$ cat config.mk
export PLATFORM = sky130hd
export DESIGN_NAME = masked_state_array
export DESIGN_NICKNAME = d
export VERILOG_FILES = /design/src/rtl/masked_state_array.sv
export SDC_FILE = /design/constraint.sdc
export NUM_CORES = 1
export LEC_CHECK = 0
export CAP_MARGIN = 30
export CORE_AREA = 2 2 216 218
export CTS_CLUSTER_SIZE = 8
export DETAILED_ROUTE_END_ITERATION = 12
export DIE_AREA = 0 0 218 220
export GPL_TIMING_DRIVEN = 1
export MAX_ROUTING_LAYER = met4
export PLACE_DENSITY = 0.66
export RECOVER_POWER = 25
export SLEW_MARGIN = 10
export SYNTH_ARGS = -nofsm -noshare
export SYNTH_HDL_FRONTEND = slang
export SYNTH_HIERARCHICAL = 1
export SYNTH_SLANG_ARGS = --single-unit
$ cat constraint.sdc
create_clock -name clk -period 2.5 [get_ports clk]
set_input_delay 0.375 -clock clk [delete_from_list [all_inputs] [get_ports clk]]
set_output_delay 0.375 -clock clk [all_outputs]
set_load 0.05 [all_outputs]
$ cat src/rtl/masked_state_array.sv
// Multi-share AES 4x4 state register: parallel load, byte-serial push/drain and
// in-place ShiftRows. Every share is a separate instance; nothing crosses shares.

module masked_state_share #(
  parameter int BYTE_W = 8
) (
  input  logic                 clk,
  input  logic                 reset,
  input  logic                 enable,
  input  logic                 load,
  input  logic                 move,
  input  logic                 push,
  input  logic                 shift,
  input  logic [BYTE_W-1:0]    ser_in,
  input  logic [16*BYTE_W-1:0] state_in,
  output logic [16*BYTE_W-1:0] state_out,
  output logic [BYTE_W-1:0]    ser_out
);
  // Byte k = col*4 + row, column-major like the port layout.
  logic [15:0][BYTE_W-1:0] st_q, st_d, st_sr, st_mv;

  for (genvar c = 0; c < 4; c++) begin : g_col
    for (genvar r = 0; r < 4; r++) begin : g_row
      localparam int SRC = (((c + r) % 4) * 4) + r;
      assign st_sr[c*4+r] = st_q[SRC];
    end
  end

  // Serial move: bytes slide toward index 0, the tail takes the pushed byte or zero.
  for (genvar k = 0; k < 15; k++) begin : g_mv
    assign st_mv[k] = st_q[k+1];
  end
  assign st_mv[15] = push ? ser_in : '0;

  always_comb begin
    st_d = st_q;
    if (load)       st_d = state_in;
    else if (move)  st_d = st_mv;
    else if (shift) st_d = st_sr;
  end

  always_ff @(posedge clk) begin
    if (reset)       st_q <= '0;
    else if (enable) st_q <= st_d;
  end

  assign state_out = st_q;
  assign ser_out   = st_q[0];
endmodule

module masked_state_array #(
  parameter int NSHARES = 2,
  parameter int BYTE_W  = 8
) (
  input  logic                         clk,
  input  logic                         reset,
  input  logic                         enable,
  input  logic                         load,
  input  logic                         shift_rows,
  input  logic                         ser_valid,
  output logic                         ser_ready,
  input  logic                         drain,
  input  logic [NSHARES*BYTE_W-1:0]    ser_in,
  output logic [NSHARES*BYTE_W-1:0]    ser_out,
  input  logic [NSHARES*16*BYTE_W-1:0] state_in,
  output logic [NSHARES*16*BYTE_W-1:0] state_out,
  output logic [4:0]                   byte_count,
  output logic                         full
);
  logic [4:0] count_q;
  logic       not_full, push, drain_eff, move, shift;

  assign not_full  = (count_q != 5'd16);
  assign ser_ready = enable & ~load & (not_full | drain);
  assign push      = ser_valid & ser_ready;
  // Draining an empty array is a no-op: nothing shifts and the count holds.
  assign drain_eff = enable & ~load & drain & (count_q != 5'd0);
  assign move      = push | drain_eff;
  assign shift     = enable & ~load & shift_rows & ~not_full & ~push & ~drain;

  always_ff @(posedge clk) begin
    if (reset)
      count_q <= 5'd0;
    else if (enable) begin
      if (load)                     count_q <= 5'd16;
      else if (push && !drain)      count_q <= count_q + 5'd1;
      else if (drain_eff && !push)  count_q <= count_q - 5'd1;
    end
  end

  assign byte_count = count_q;
  assign full       = ~not_full;

  for (genvar s = 0; s < NSHARES; s++) begin : g_share
    masked_state_share #(.BYTE_W(BYTE_W)) u_share (
      .clk       (clk),
      .reset     (reset),
      .enable    (enable),
      .load      (load),
      .move      (move),
      .push      (push),
      .shift     (shift),
      .ser_in    (ser_in[s*BYTE_W +: BYTE_W]),
      .state_in  (state_in[s*16*BYTE_W +: 16*BYTE_W]),
      .state_out (state_out[s*16*BYTE_W +: 16*BYTE_W]),
      .ser_out   (ser_out[s*BYTE_W +: BYTE_W])
    );
  end
endmodule
== After elaboration in Yosys (flattened, before gate mapping) ==
Cells that the tools add are included.
W data, S select, Z words.

* Input bits: 279
* Bits in registers: 261
* Logic and storage cells: 73
* Output and inout port bits: 279

* Add/sub/neg operators: 2
* Reductions and logical operators: 11
* Bitwise gates (word level): 15
* Muxes and demuxes: 11
* Equality and inequality tests: 1

{| class="wikitable"
|+ Operators with widths
! kind !! number
|-
| $mux W128 || 6
|-
| $mux W8 || 2
|-
| $mux W5 || 3
|-
| $and A1 B1 Y1 || 9
|-
| $reduce_and A2 Y1 || 3
|-
| $reduce_bool A3 Y1 || 2
|-
| $add A5 B1 Y5 const B || 1
|-
| $ne A5 B5 Y1 const B || 1
|-
| $reduce_bool A5 Y1 || 1
|-
| $sub A5 B1 Y5 const B || 1
|-
| $not A1 Y1 || 4
|-
| $logic_and A1 B1 Y1 || 2
|-
| $logic_not A1 Y1 || 2
|-
| $or A1 B1 Y1 || 2
|-
| $reduce_bool A2 Y1 || 1
|}

== Depth between registers and ports, before layout ==
Gate-level depths: netlist (run 1).

* Depth after elaboration: 10
* Mapped depth: 11
* Depth with buffers taken out: 8

== Hierarchy ==
The synthesis (run 1) kept the hierarchy.

{| class="wikitable"
|+ Modules (own cells, without submodules)
! module !! instances !! area an instance (µm²) !! seq. area each (µm²) !! cells an instance
|-
| masked_state_share || 2 || 6,855.3 || 2,562.5 || 670
|-
| masked_state_array || 1 || 529.3 || 100.1 || 62
|}

== Least setup slack after synthesis (run 1) ==
Ideal clock, no wire load.

* Path kind: register to register
* Start point: register count_q[0], in the netlist byte_count[0]
* End point: register count_q[4], in the netlist byte_count[4]
* Path buffers: 0
* Data required time: 2.367 ns
* Cell stages (with the launch flop): 9
* Library setup time: 0.133 ns
* Arrival time: 2.545 ns
* Period minus slack after synthesis: 2.678 ns
* Slack: -0.178 ns
* Cell sequence: dfxtp_1 > nor4_4 > a211oi_1 > inv_1 > ha_1 > a21oi_1 > a211o_2 > a211oi_1 > a2111oi_2

* Word-level cells in the longest chain between the ends: 8
* Elaborated cells between the ends (all ways): 16
* Those cells by class: add/sub: 2; eq/ne: 1; mux: 3; bitwise: 4; reduce/logical: 6

{| class="wikitable"
|+ Ends and longest elaborated chain
! item !! line !! source
|-
| from (decl) || 70 || <nowiki>logic [4:0] count_q;</nowiki>
|-
| from (signal assigned) || 86 || <nowiki>else if (push && !drain) count_q <= count_q + 5'd1;</nowiki>
|-
| from (signal assigned) || 87 || <nowiki>else if (drain_eff && !push) count_q <= count_q - 5'd1;</nowiki>
|-
| $ne A5 B5 Y1 || 73 || <nowiki>assign not_full = (count_q != 5'd16);</nowiki>
|-
| $or A1 B1 Y1 || 74 || <nowiki>assign ser_ready = enable & ~load & (not_full | drain);</nowiki>
|-
| $and A1 B1 Y1 || 74 ||
|-
| $and A1 B1 Y1 || 75 || <nowiki>assign push = ser_valid & ser_ready;</nowiki>
|-
| $logic_not A1 Y1 || 87 ||
|-
| $logic_and A1 B1 Y1 || 87 ||
|-
| $reduce_bool A3 Y1 (no line) || - ||
|-
| $reduce_and A2 Y1 (no line) || - ||
|}

Several ways; a longest one is shown, not always the timed one. The select of a mux whose other input is x is not followed.
A chain may end at the register's enable or synchronous reset.

== Worst setup path in the final report (run 1) ==
* Start point: register count_q[0], in the netlist byte_count[0]
* End point: register g_share[0].u_share.st_q (netlist bit g_share[0].u_share/state_out[110])

* Elaborated cells between the ends (all ways): 16
* Those cells by class: eq/ne: 1; mux: 2; bitwise: 10; reduce/logical: 3

{| class="wikitable"
|+ RTL lines
! item !! line !! source
|-
| $ne A5 B5 Y1 || 73 ||
|-
| $or A1 B1 Y1 || 74 ||
|-
| $and A1 B1 Y1 || 74 ||
|-
| $and A1 B1 Y1 || 75 ||
|-
| $or A1 B1 Y1 * || 78 || <nowiki>assign move = push | drain_eff;</nowiki>
|-
| via move || 71 || <nowiki>logic not_full, push, drain_eff, move, shift;</nowiki>
|-
| $reduce_bool A3 Y1 (no line) or $mux W128 (tied branches) || - ||
|-
| $reduce_and A2 Y1 (no line) or $mux W128 (tied branches) || - ||
|-
| to (signal assigned) || 44 || <nowiki>else if (enable) st_q <= st_d;</nowiki>
|-
| to (decl) || 20 || <nowiki>logic [15:0][BYTE_W-1:0] st_q, st_d, st_sr, st_mv;</nowiki>
|}

Mark *: on every way through the listed nets, which the timed path passes. The rest lies on a longest branch.

==> flow_summary.ini, run 1 <==
[synthesis]
yosysWarnings = 6
ys_ff_latch = 261
synth_top_area_share_pct = 36.7
synth.avg_cell_area_um2 = 10.2
synth_cell_types = 46
ys_seq_area_share_pct = 36.7
synthArstFlopShare_pct = 0
synth_area_um2 = 14200
synthCells = 1402
syn-num-nets = 1686
synthFlopType = dfxtp_1
yosys.area.top_type = dfxtp_1
synth_edf_count = 0
synth.area.top_cells = dfxtp_1 (37%), mux2_2 (19%), a22o_1 (11%), a32o_1 (4.5%), a211oi_1 (3.6%)

[sta]
drv_slew = 0
rsz0062_at_grt = true
fmax_ghz = 0.411
worstMarginPinSlew_ns = 1.10
final.setup_skew_ns = 0.0263
fin_crit_sh_pct = 97.3
hold_slack_ns = 0.163
min_period_ns = 2.43
hold_viol = 0
slew_headroom_pct = 27.0
fin_ws_ns = 0.0687
finalSetupViolCount = 0

[placed_design]
hpwl_um = 52100
place_congestion = 0.946
dp.cells = 2520
dp_slack_ns = -0.342
io_buffers = 557

[drt]
drtIter0Drc = 1436
dr.pass1.iters = 5
vias_per_cell = 5.59
routed_wl_um = 68500
drc = 0
wire_per_inst_um = 26.6
final_antenna_net_count = 0
vias = 14400

[cells_and_area]
final_cells = 2577
multi_input_area_um2 = 8160
area_growth_pct = 56.4
postLayoutCoreUtil_pct = 48.6
ff_latch_area_um2 = 5230
fillers = 4287
nNetsFinal = 2244
drive_above_1_share_pct = 23.0

[pwr]
pwr_density_cell_nw_per_um2 = 594
p_leak_nw = 8.95
vdd_ir_drop_max_mv = 0.346
power_w = 0.0132

[clock_network]
tritoncts = built
clk_transition_reported_paths_ns = 0.06
numCtsBuffers = 39
htreeDepth = 2
root_buffer = clkbuf_16
worst_skew_pair.late_latency_ns = 0.55
clock_path_buffers = 3
clock_sinks = 261
ctsHoldBuffers = 0

[worst_setup_path]
timing.critical_path.mode_cell = buf_12
cpMaxStageDelayCell = dfxtp_2
cp_slowest_stage_delay_ns = 0.31
path_class = reg2reg
cp.arrival_ns = 2.86
worstPathRequired_ns = 2.93
crit_fanout = 12
path_cells = buf_4 -> nor4_4 -> nand2_1 -> a21oi_2 -> nor3_2 -> buf_12 -> buf_12 -> buf_12 -> mux2_2 -> mux2_2 -> a22o_1
critPathLaunchType = flip-flop
critPathCaptureType = flip-flop

[job]
drv_cap = 0

[grt]
grt_first_pass_wirelength_um = 95300
grt-ovfl-total = 0
grt_pass1_vias = 13600
grt_max_degree = 184
antenna_found_initial = 8
grt_usage_pct = 27.6

[floorplanning]
die-area_um2 = 48000
die_x_um = 218
die_h_um = 220
num_rows = 79
core_area_um2 = 45900
io_pins = 558
start_util_pct = 31.0

[worst_hold_path]
hold_class = in2reg

[status]
outcome = complete, no violations
where the power goes:
group	total, W	internal, W	leakage (nW)	switching, W
clock network	0.00476	0.00279	0.507	0.00196
registers	0.00477	0.00441	2.14	0.000364
logic	0.00371	0.00169	6.30	0.00202
total	0.0132	0.00889	8.95	0.00435
cell families after synthesis:
| kind of cell | share of synthesized area (%) |
|---|---|
| AND/OR/NAND/NOR | 9.82 |
| buffers and inverters | 6.93 |
| AO/OA/AOI/OAI | 23.9 |
| adder cells (fa/ha/maj) | 0.492 |
| flip-flops | 36.7 |
| XOR/XNOR | 0.123 |
| multiplexers | 22.0 |
final cells by class:
| class | count | area share [%] |
|---|---|---|
| Inverter | 47 | 0.809 |
| Timing Repair Buffer | 673 | 31.0 |
| Clock inverter | 4 | 0.202 |
| Antenna cell | 6 | 0.0674 |
| Tap cell | 607 | 3.41 |
| Multi-Input combinational cell | 938 | 36.6 |
| Clock buffer | 41 | 4.46 |
| Sequential cell | 261 | 23.5 |
final timing paths:
kind / startpoint / to / slack (ns) / depth (start not counted)
setup / recovery: byte_count[0] / g_share[0].u_share/state_out[110] / 0.07 / 11
hold / removal: reset / byte_count[4] / 0.16 / 2
setup reg to reg: byte_count[0] / g_share[0].u_share/state_out[110] / 0.07 / 11
hold reg to reg: g_share[1].u_share/state_out[32] / g_share[1].u_share/state_out[32] / 0.52 / 2
per-stage QoR:
step	area (um2)	setup TNS [ns]
after floorplan	14200	0
after global placement	21000	-56.05
after CTS	22100	0
after global routing	22300	-0.655
after detailed placement	21000	-60.13
final	22300	0
metal layers:
metal	up-vias	track usage (%)	wire, um
li1	6375	-	-
met1	7239	35.7	29100
met2	671	43.6	32400
met3	127	4.58	4760
met4	0	9.55	2220
met5	-	-	0
cell usage after synthesis (3+ instances only):
master    number
a211o_1       48
a211oi_1      68
a21oi_1        6
a22o_1       172
a311o_1       16
a32o_1        64
buf_1         10
buf_2         66
buf_4         26
buf_6          6
clkbuf_1      48
dfxtp_1      261
ha_1           4
inv_1         47
mux2_2       242
mux2_4        14
mux2i_1       20
nand2b_1      67
nand3_1        3
nor2_1       112
nor2b_1       68
o21ai_0        3
o21ai_1        3
placed cells by master, fill, tap and decap left out, types with 3 or more instances in the layout:
master,n
clkdlybuf4s50_1,552
a211oi_1,67
buf_4,81
mux2_4,14
dfxtp_2,4
buf_6,4
o21ai_1,3
o21ai_0,3
diode_2,6
a32o_1,64
dfxtp_1,257
a22o_1,172
inv_1,46
clkbuf_16,41
a311o_1,16
a21oi_1,4
nor2b_1,66
buf_12,31
nand2b_1,67
a211o_1,48
nor2_1,109
mux2_2,242
mux2i_1,20
sequential cells by signal, indices dropped and copies added, names as in the netlist:
register / cells
g_share.u_share/state_out: 240
byte_count: 5
g_share.u_share/ser_out: 16
worst max-delay path: cells and delay by family (launching register included):
kind,cells,cell delay [ns]
mux,2,0.58
simple gates,3,0.51
compound gates,2,0.35
buf+inv,4,0.57
flops,1,0.31
timing repair:
item | 4_1_cts | 5_1_grt
gates resized for setup | 5 | 16
gates cloned | 0 | 2
pin swaps | 0 | 2
endpoints found under the setup margin | 27 | 111
setup buffers | 0 | 4
Note: power is estimated with default switching activity, not from simulation.
==> inputs of run 2 (changes only) <==
==> config.mk (replaced) <==
export PLATFORM = sky130hd
export DESIGN_NAME = masked_state_array
export DESIGN_NICKNAME = d
export VERILOG_FILES = /design/src/rtl/masked_state_array.sv
export SDC_FILE = /design/constraint.sdc
export NUM_CORES = 1
export LEC_CHECK = 0
export CAP_MARGIN = 30
export CORE_AREA = 2 2 220 222
export CTS_CLUSTER_SIZE = 8
export DETAILED_ROUTE_END_ITERATION = 12
export DIE_AREA = 0 0 222 224
export GPL_TIMING_DRIVEN = 1
export MAX_ROUTING_LAYER = met4
export PLACE_DENSITY = 0.58
export RECOVER_POWER = 25
export SLEW_MARGIN = 20
export SYNTH_ARGS = -nofsm -noshare
export SYNTH_HDL_FRONTEND = slang
export SYNTH_SLANG_ARGS = --single-unit
==> constraint.sdc (replaced) <==
create_clock -name clk -period 3.1 [get_ports clk]
set_input_delay 0.465 -clock clk [delete_from_list [all_inputs] [get_ports clk]]
set_output_delay 0.465 -clock clk [all_outputs]
set_load 0.05 [all_outputs]
==> run 2 against run 1 <==
Compared with the run above: via count rose by 4.0%; count of clock-buffer cells in the layout rose by 1; hold slack improved by 0.32 ns; synthesized cell count rose by 6.6%; synthesized area fell by 11%; critical path type is now reg2out.
==> flow_summary.ini, run 2 <==
[sta]
fin_crit_sh_pct = 95.8
drv_slew = 0
fin_ws_ns = 0.131
fmax_ghz = 0.337
final.setup_skew_ns = 0.0129
rsz0062_at_grt = false
min_period_ns = 2.97
slew_headroom_pct = 10.5
finalSetupViolCount = 0
hold_viol = 0
worstMarginPinSlew_ns = 1.34

[clock_network]
clock_path_buffers = 3
htreeDepth = 2
cts_setup_buffers = 0
worst_skew_pair.late_latency_ns = 0.54
root_buffer = clkbuf_16
tritoncts = built
ctsHoldBuffers = 0
clk_transition_reported_paths_ns = 0.05
clock_sinks = 261
numCtsBuffers = 38

[synthesis]
synth.avg_cell_area_um2 = 8.45
synth_edf_count = 0
syn-num-nets = 1778
yosysMostFrequentCell = dfxtp_1
synthCells = 1494
synth.area.top_cells = dfxtp_1 (41%), o221ai_1 (11%), o21ai_0 (8.9%), nand3_1 (6.4%), mux2i_1 (5.3%)
ys_ff_latch = 261
synth_top_area_share_pct = 41.4
synthArstFlopShare_pct = 0
synth_area_um2 = 12600
yosys.area.top_type = dfxtp_1
synth_common_cells = dfxtp_1 (261), o21ai_0 (225), nand3_1 (161)
synth_cell_types = 41
synthFlopType = dfxtp_1
ys_seq_area_share_pct = 41.4
yosysWarnings = 0

[worst_setup_path]
crit_fanout = 6
cp_num_buf_inv = 2
cp_slowest_stage_delay_ns = 0.59
critPathCaptureType = primary output
critical_path.top_delay_family = simple AND/OR/NAND/NOR gates
cpMaxStageDelayCell = or4_1
worstPathRequired_ns = 2.63
path_cells = or4_1 -> clkbuf_1 -> nor2_1 -> dlygate4sd2_1
critPathLaunchType = flip-flop
cp.arrival_ns = 2.50
path_class = reg2out

[drt]
wire_per_inst_um = 27.7
dr.pass1.iters = 6
routed_wl_um = 71700
drtIter0Drc = 1799
final_antenna_net_count = 0
vias_per_cell = 5.79
vias = 15000
drc = 0

[worst_hold_path]
hold_class = reg2reg

[cells_and_area]
area_growth_pct = 56.7
largest_register_ffs = 240
final_common_cell = clkdlybuf4s50_1
final_cell_mix = clkdlybuf4s50_1 (483), dfxtp_1 (257), o21ai_0 (225), nand3_1 (161), o221ai_1 (160)
drive_above_1_share_pct = 6.17
post-route-cell-area_um2 = 19800
nNetsFinal = 2242

[grt]
grt_first_pass_wirelength_um = 102000
grt_max_degree = 104
grt_usage_pct = 28.3
grt_pass1_vias = 14300
antenna_found_initial = 11
grt-ovfl-total = 0

[placed_design]
dp_slack_ns = -0.0825
hpwl_um = 52100
place_congestion = 0.955
place_area_um2 = 18800
io_buffers = 557

[pwr]
p_leak_nw = 6.91
pwr_density_cell_nw_per_um2 = 590
vdd_ir_drop_max_mv = 0.300

[floorplanning]
num_rows = 80
die_h_um = 224
io_pins = 558
die-area_um2 = 49700
start_util_pct = 26.7
core_area_um2 = 47300
die_x_um = 222

[job]
drv_cap = 0

[status]
outcome = complete, no violations
==> run 2: cell count changes after synthesis, sizes merged, moves of 43 or more <==
cell    delta
o21ai    +335
mux2     -254
a22o     -170
o221ai   +160
nand3    +158
clkbuf    +77
nor2b     -65
a32o      -64
a211o     -49
a21oi     +48
nand2b    -48
mux2i     +47
nor2      -43
==> run 2: cell type report <==
| class | count | area [um2] |
|---|---|---|
| Fill cell | 4709 | 27600 |
| Multi-Input combinational cell | 1036 | 6500 |
| Timing Repair Buffer | 615 | 6210 |
| Sequential cell | 261 | 5240 |
| Clock buffer | 42 | 997 |
| Tap cell | 615 | 769 |
| Inverter | 6 | 35.0 |
| Antenna cell | 11 | 27.5 |
| Clock inverter | 1 | 8.76 |
==> run 2: metal layers <==
metal | wire length (um) | global-route usage, % | vias to the layer above
li1 | - | - | 6663
met1 | 27200 | 32.8 | 7178
met2 | 34000 | 45.9 | 991
met3 | 7100 | 7.25 | 150
met4 | 3410 | 13.3 | 0
met5 | 0 | - | -
==> run 2: worst paths after layout <==
kind,startpoint,to,slack (ns),cells past startpoint
min reg2reg,g_share[0].u_share.state_out[87],g_share[0].u_share.state_out[87],0.49,2
max reg2reg,byte_count[0],g_share[1].u_share.state_out[14],0.25,7
min,g_share[0].u_share.state_out[87],g_share[0].u_share.state_out[87],0.49,2
max,byte_count[0],full,0.13,4
==> run 2: power by group <==
group	switching [W]	internal [W]
combinational	0.00237	0.00131
clock	0.00155	0.00224
sequential	0.000518	0.00369
==> run 2: worst register-to-register path: stages (launching register included) <==
cell,delay [ns]
dfxtp_4,0.36
or4_1,0.59
o21ai_4,0.19
buf_4,0.28
or2_4,0.54
buf_12,0.35
o221ai_1,0.24
o21ai_0,0.21
==> run 2: cell families after synthesis <==
logic type / share of synthesized area (%)
muxes: 5.49
buffers and inverters: 7.52
DFF: 41.4
adders and majority gates: 0.555
and+or+nand+nor: 11.3
AOI/OAI and AO/OA: 33.6
xor gates and xnor gates: 0.139
==> run 2: through the flow <==
step / hold slack (ns) / TNS, ns / utilization [%] / total power, W / cells
floorplan: 0.611 / 0 / - / 0.00622 / 1494
detailed placement: 0.482 / -0.637 / 39.7 / 0.00796 / 2532
CTS: 0.480 / 0 / 41.8 / 0.0118 / 2575
global route: 0.512 / 0 / 41.8 / 0.0120 / 2587
global placement: 0.476 / -0.00460 / 39.7 / 0.00794 / 2532
finish: 0.485 / 0 / 41.8 / 0.0117 / 2587
==> run 2: repair_timing <==
action,4_1_cts,5_1_grt
gates cloned,0,1
setup endpoints to repair,1,35
gates resized for setup,1,0
pin swaps,0,1
